**src/rtl/tx_word.sv**
```systemverilog
// tx_word: streams a parallel word as consecutive 8N1 frames, low byte first.
// Optional header frame carrying SYNC_BYTE when TX_WORD_SYNC_EN is defined.
module tx_word #(
  parameter int          RESOLUTION = 12,
  parameter logic [7:0]  SYNC_BYTE  = 8'hA5
) (
  input  logic                  clk,
  input  logic                  reset,
  output logic                  TX,
  input  logic [RESOLUTION-1:0] data,
  input  logic                  baud_pulse,
  input  logic                  enable,
  output logic                  busy,
  output logic                  word_done
);

  localparam int NBYTES = (RESOLUTION + 7) / 8;
  localparam int W      = NBYTES * 8;
`ifdef TX_WORD_SYNC_EN
  localparam int NFR    = NBYTES + 1;
`else
  localparam int NFR    = NBYTES;
`endif
  localparam int IW     = $clog2(NFR + 1);

  typedef enum logic [1:0] {
    IDLE,
    START,
    DATA,
    STOP
  } state_t;

  state_t        state_q, state_d;
  logic [W-1:0]  buf_q, buf_d;
  logic [7:0]    sh_q, sh_d;
  logic [2:0]    bit_q, bit_d;
  logic [IW-1:0] idx_q, idx_d;
  logic          tx_q, tx_d;
  logic          busy_q, busy_d;
  logic          done_q, done_d;
  logic [W-1:0]  pad;

  always_comb begin
    pad = '0;
    pad[RESOLUTION-1:0] = data;
  end

  // buf holds the bytes not yet loaded into the bit shifter
  always_comb begin
    state_d = state_q;
    buf_d   = buf_q;
    sh_d    = sh_q;
    bit_d   = bit_q;
    idx_d   = idx_q;
    tx_d    = tx_q;
    busy_d  = busy_q;
    done_d  = 1'b0;
    if (baud_pulse) begin
      unique case (state_q)
        IDLE: begin
          tx_d = 1'b1;
          if (enable) begin
`ifdef TX_WORD_SYNC_EN
            buf_d = pad;
            sh_d  = SYNC_BYTE;
`else
            buf_d = pad >> 8;
            sh_d  = pad[7:0];
`endif
            idx_d   = '0;
            tx_d    = 1'b0;
            busy_d  = 1'b1;
            state_d = START;
          end
        end
        START: begin
          tx_d    = sh_q[0];
          sh_d    = sh_q >> 1;
          bit_d   = 3'd0;
          state_d = DATA;
        end
        DATA: begin
          if (bit_q == 3'd7) begin
            tx_d    = 1'b1;
            state_d = STOP;
          end else begin
            tx_d  = sh_q[0];
            sh_d  = sh_q >> 1;
            bit_d = bit_q + 3'd1;
          end
        end
        STOP: begin
          if (idx_q == IW'(NFR - 1)) begin
            tx_d    = 1'b1;
            busy_d  = 1'b0;
            done_d  = 1'b1;
            state_d = IDLE;
          end else begin
            idx_d   = idx_q + 1'b1;
            sh_d    = buf_q[7:0];
            buf_d   = buf_q >> 8;
            tx_d    = 1'b0;
            state_d = START;
          end
        end
        default: state_d = IDLE;
      endcase
    end
  end

  always_ff @(posedge clk or posedge reset) begin
    if (reset) begin
      state_q <= IDLE;
      buf_q   <= '0;
      sh_q    <= '0;
      bit_q   <= '0;
      idx_q   <= '0;
      tx_q    <= 1'b1;
      busy_q  <= 1'b0;
      done_q  <= 1'b0;
    end else begin
      state_q <= state_d;
      buf_q   <= buf_d;
      sh_q    <= sh_d;
      bit_q   <= bit_d;
      idx_q   <= idx_d;
      tx_q    <= tx_d;
      busy_q  <= busy_d;
      done_q  <= done_d;
    end
  end

  assign TX        = tx_q;
  assign busy      = busy_q;
  assign word_done = done_q;

endmodule

```
**config.mk**
```make
export PLATFORM = sky130hd
export DESIGN_NAME = tx_word
export DESIGN_NICKNAME = d
export VERILOG_FILES = /design/src/rtl/tx_word.sv
export SDC_FILE = /design/constraint.sdc
export NUM_CORES = 1
export LEC_CHECK = 0
export ABC_CLOCK_PERIOD_IN_PS = 2500
export CAP_MARGIN = 40
export CORE_UTILIZATION = 50
export CTS_BUF_LIST = sky130_fd_sc_hd__clkbuf_2
export DETAILED_ROUTE_END_ITERATION = 10
export GPL_ROUTABILITY_DRIVEN = 1
export GPL_TIMING_DRIVEN = 0
export PLACE_DENSITY = 0.82
export SYNTH_ARGS = -nofsm -noshare
export SYNTH_HDL_FRONTEND = slang
export SYNTH_SLANG_ARGS = --single-unit
```
**constraint.sdc**
```tcl
create_clock -name clk -period 2.5 [get_ports clk]
set_input_delay 0.25 -clock clk [delete_from_list [all_inputs] [get_ports clk]]
set_output_delay 0.25 -clock clk [all_outputs]
set_load 0.05 [all_outputs]
```
After elaboration in Yosys (flattened, before gate mapping)

Index checks and enable logic that the tools add are counted.

Register bits after elaboration: 34
Output and inout bits: 3
Input bits: 16
Logic and storage cells: 53

$add $sub $neg: 2
Multiplexer cells: 25
Eq/ne operators: 10
Reductions and logical operators: 8

Operators by type and width:

| operator                                                               | count |
|---|---|
| 16-bit two-way mux                                                     | 2 |
| 16-bit one-hot mux with 2 select lines                                 | 1 |
| 8-bit one-hot mux with 4 select lines                                  | 1 |
| 8-bit two-way mux                                                      | 3 |
| 4-bit AND reduction                                                    | 3 |
| 2-bit inequality test (second input constant)                          | 5 |
| 1-bit two-way mux                                                      | 8 |
| 2-bit two-way mux                                                      | 4 |
| 2-bit one-hot mux with 4 select lines                                  | 1 |
| 3-bit one-hot mux with 2 select lines                                  | 1 |
| 3-bit AND reduction                                                    | 2 |
| 2-bit by 1-bit equality test with 1-bit output (second input constant) | 2 |
| 2-bit equality test (second input constant)                            | 2 |
| 1-bit one-hot mux with 4 select lines                                  | 1 |
| 2-bit one-hot mux with 2 select lines                                  | 1 |
| 2-bit nonzero test                                                     | 2 |
| 3-bit by 1-bit adder with 3-bit output (second input constant)         | 1 |
| 3-bit equality test (second input constant)                            | 1 |
| 3-bit two-way mux                                                      | 1 |
| 2-bit by 1-bit adder with 2-bit output (second input constant)         | 1 |
| 2-bit logical NOT                                                      | 1 |
| 1-bit one-hot mux with 2 select lines                                  | 1 |

Depth between registers and ports, before layout

Word-level depth: 4
Mapped depth: 7
Mapped depth without buffers: 5

Worst setup path after synthesis

OpenSTA, ideal clock, no wires.

Path type: register to register
From: register bit_q[0]
To: register sh_q[0]
Clock period less this slack: 1.538 ns
Arrival time: 1.413 ns
Buffers on the path: 0
Required time: 2.375 ns
Path slack: 0.962 ns
Library setup time: 0.125 ns
Cell stages (with the launch flop): 6
Cell sequence: dfrtp_1 ha_1 ha_1 a22oi_4 nand3_4 mux2_2

Longest elaborated chain between the ends: 3

Ends and longest elaborated chain:

| item                            | line | source |
|---|---|---|
| start, declared                 | 36   | `logic [2:0] bit_q, bit_d;` |
| start signal, assigned          | 125  | `bit_q <= bit_d;` |
| 3-bit equality test             | 83   | `if (bit_q == 3'd7) begin` |
| 2-bit inequality test (no line) | -    |  |
| 4-bit AND reduction (no line)   | -    |  |
| end signal, assigned            | 115  | `sh_q <= '0;` |
| end signal, assigned            | 124  | `sh_q <= sh_d;` |
| end, declared                   | 35   | `logic [7:0] sh_q, sh_d;` |

Every way passes these cells.
A chain may end at the register's enable or synchronous reset.

Final worst setup path

From: register tx_q, in the netlist TX
To: output TX

RTL lines:

| item                   | line | source |
|---|---|---|
| start, declared        | 38   | `logic tx_q, tx_d;` |
| start signal, assigned | 127  | `tx_q <= tx_d;` |
| end, declared          | 9    | `output logic TX,` |

No word-level cell between the ends.

==> reports/summary.json <==
{
  "status": {
    "run_status": "finished clean"
  },
  "drt": {
    "wl_per_cell_um": 13.9,
    "route.final.wire_length_mm": 2.46,
    "drt.antenna.violating_nets": 0,
    "drc_violation_count_after_routing": 0,
    "drt_iter0_drc": 10,
    "drt-vias-per-instance": 5.56,
    "drt_pre_antenna_iters": 4,
    "dr_total_vias": 985
  },
  "place": {
    "dp_hpwl_mm": 1.89,
    "gp_routability_congestion": 0.729,
    "port_buffers": 18,
    "placement.cell_area_sq_um": 1520
  },
  "floorplan": {
    "core_sq_um": 2450,
    "floorplan.io_pins": 19,
    "initial_core_util_pct": 52.5,
    "rows": 18,
    "fp.dieW_um": 52.8,
    "die_height_um": 52.8,
    "die_area_sq_um": 2780
  },
  "sta": {
    "fin_setup_tns_ps": 0,
    "hold-worst-slack_ps": 205,
    "finalWorstPathRequiredPeriod_ps": 1930,
    "worst_margin_pin_slew_ps": 491,
    "max_clock_freq_ghz": 0.517,
    "total_setup_violations_reported_at_the_end_of_the_flow": 0,
    "post-route-period-util_pct": 77.4,
    "number_of_failing_hold_endpoints_at_the_final_stage": 0,
    "rsz0062_at_grt": "no",
    "final.setup_skew_ps": 5.24,
    "slew_headroom_pct": 67.2,
    "maxSlewViolCount": 0
  },
  "grt": {
    "grt_first_pass_wirelength_mm": 4.08,
    "grt_use_total_pct": 20.6,
    "grt_start_max_net_pins": 13,
    "grt_pass1_vias": 922,
    "grt.overflow.total": 0,
    "antenna_violations_before_repair": 0
  },
  "synthesis": {
    "yosys_warnings": 0,
    "synth_area_sq_um": 1290,
    "ys_ff_latch": 22,
    "synthDistinctLibCells": 34,
    "synth.yosys.seq_area_share_pct": 42.8,
    "synth.net_count": 148,
    "postSynthCellCount": 124,
    "synth.avg_cell_area_sq_um": 10.4
  },
  "critical_path": {
    "critPathTopFamily": "buffers and inverters",
    "critical_path_class": "reg2out",
    "worst_path_maximum_fanout": 2,
    "worstSetupPathDepth": 1,
    "setup.worst_path.end_class": "output port",
    "crit_path_cell_trace": "clkdlybuf4s50_1",
    "cp_num_buf_inv": 1,
    "setup_slack_of_the_worst_register_to_register_path_ps": 710,
    "ff2ff_path_depth": 6,
    "critical_path.reg2reg.endpoint": "sh_q[1]",
    "worstSetupStartpointType": "flop",
    "worst-endpoint-arrival_ps": 1680,
    "critical_path.reg2reg.startpoint": "state_q[0]",
    "crit_path_max_incr_delay_ps": 790,
    "cp.required_ps": 2250,
    "critical_path.slowest_cell": "clkdlybuf4s50_1"
  },
  "clock_tree": {
    "cts_made_buffers": 3,
    "hold_buffers": 0,
    "postCtsSetupRepairBufs": 0,
    "htree_num_levels": 1,
    "clock_sink_count": 22,
    "postcts_resize_cnt": 0,
    "clock_latency_ps": 330,
    "tritoncts": "done",
    "cts_root_buf": "clkbuf_2",
    "cts_buffer_depth": 2,
    "clkSlewWorstSetupHoldPaths_ps": 200
  },
  "final_layout": {
    "drive_gt1_share_pct": 15.6,
    "postLayoutCellArea_sq_um": 1540,
    "antenna_cells_inserted": 0,
    "post-route-util_pct": 62.7,
    "synthToLayoutAreaGrowth_pct": 19.5,
    "design.final.nets": 172
  },
  "hold_path": {
    "timing.hold.worst.class": "in2async"
  },
  "power": {
    "power_density_nw_per_um2": 1080,
    "power.ir.vdd_worst_mv": 0.681,
    "p_leak_nw": 0.725
  },
  "job": {
    "timing.max_cap.violations": 0
  }
}
[worst reg2reg max path, delay by kind of cell, from the launching register on]
family,cells,cell delay [ps]
AO/OA/AOI/OAI,1,150
adder cells (fa/ha/maj),1,160
buffers and inverters,3,670
flip-flops,1,460
multiplexers,1,280
[synth_stat cells]
| cell type | count | area (sq um) |
|---|---|---|
| a21o_1 | 1 | 7.51 |
| a21oi_1 | 3 | 15.0 |
| a22o_1 | 5 | 43.8 |
| a22oi_1 | 4 | 30.0 |
| a22oi_4 | 1 | 21.3 |
| a2bb2oi_1 | 1 | 8.76 |
| a31o_2 | 1 | 8.76 |
| a31oi_1 | 1 | 6.26 |
| a32o_1 | 1 | 10.0 |
| a41oi_1 | 1 | 8.76 |
| and2_1 | 2 | 12.5 |
| and2b_1 | 3 | 22.5 |
| and3_1 | 2 | 12.5 |
| buf_2 | 3 | 15.0 |
| buf_4 | 1 | 7.51 |
| buf_6 | 2 | 22.5 |
| clkbuf_1 | 1 | 3.75 |
| dfrtp_1 | 21 | 526 |
| dfstp_2 | 1 | 26.3 |
| ha_1 | 8 | 100 |
| inv_1 | 7 | 26.3 |
| mux2_2 | 9 | 101 |
| mux2i_1 | 1 | 10.0 |
| nand2_1 | 14 | 52.6 |
| nand2b_1 | 3 | 18.8 |
| nand3_1 | 4 | 20.0 |
| nand3_4 | 1 | 17.5 |
| nand3b_1 | 1 | 7.51 |
| nor2_1 | 4 | 15.0 |
| nor2b_1 | 1 | 6.26 |
| o2111ai_1 | 1 | 8.76 |
| o211ai_1 | 1 | 7.51 |
| o21ai_0 | 9 | 45.0 |
| o2bb2ai_1 | 5 | 43.8 |
[cell families (layout without fill, tap and decap cells)]
logic type | after synthesis | after routing | synth area share, %
AOI/OAI and AO/OA | 35 | 35 | 20.6
DFF | 22 | 22 | 42.8
adders and majority gates | 8 | 8 | 7.77
buffers and inverters | 14 | 37 | 5.83
muxes | 10 | 10 | 8.64
and+or+nand+nor | 35 | 35 | 14.4
[per-stage QoR]
step,power (mW),setup WS [ps],cells
after global routing,1.82,493,177
after floorplan,1.31,962,124
after global placement,1.48,777,172
after CTS,1.68,550,177
after detailed placement,1.54,725,173
final,1.67,566,177
[sequential cells by signal, indices dropped and copies added, names as in the netlist]
name,flops
TX,1
state_q,2
idx_q,2
buf_q,4
bit_q,3
busy,1
sh_q,8
word_done,1
[power by group]
part | leakage, nW | switching [mW] | internal [mW]
clock | 0.0140 | 0.107 | 0.0348
sequential | 0.275 | 0.104 | 0.500
combinational | 0.436 | 0.491 | 0.433
[per-layer routing]
layer	share of wire (%)	global-route usage (%)	wire (um)	vias up
met2	49	35.0	1220	13
li1	-	-	-	492
met1	46	24.7	1140	478
met5	0	0	0	-
met3	3.3	6.09	81	2
met4	1.1	6.58	27	0
[layout by cell type, fill, tap and decap left out, types with 2 or more instances in the layout]
master           instances
dfrtp_1                 21
inv_1                    7
o2bb2ai_1                5
o21ai_0                  9
ha_1                     8
buf_2                    3
buf_6                    2
clkbuf_2                 3
mux2_2                   9
and2_1                   2
clkdlybuf4s50_1         18
nand2b_1                 3
nand2_1                 14
a22o_1                   5
and3_1                   2
nand3_1                  4
nor2_1                   4
and2b_1                  3
a21oi_1                  3
a22oi_1                  4
[worst max path at each step]
stage | from | end | slack, ps
after floorplan | bit_q[0] | sh_q[0] | 960
after global placement | state_q[0] | sh_q[0] | 780
after detailed placement | state_q[0] | sh_q[1] | 720
after CTS | TX | TX | 550
after global routing | TX | TX | 490
final | TX | TX | 570
[layout make-up]
class                   count  area, sq um
inverters                   7         26.3
plain buffers               7         48.8
repair buffers             19          195
multi-input cells          88          662
well taps                  30         37.5
fillers                   218          915
clock inverters             1         3.75
clock buffers               3         15.0
flip-flops and latches     22          552
Power figures use the tool's default switching activity.
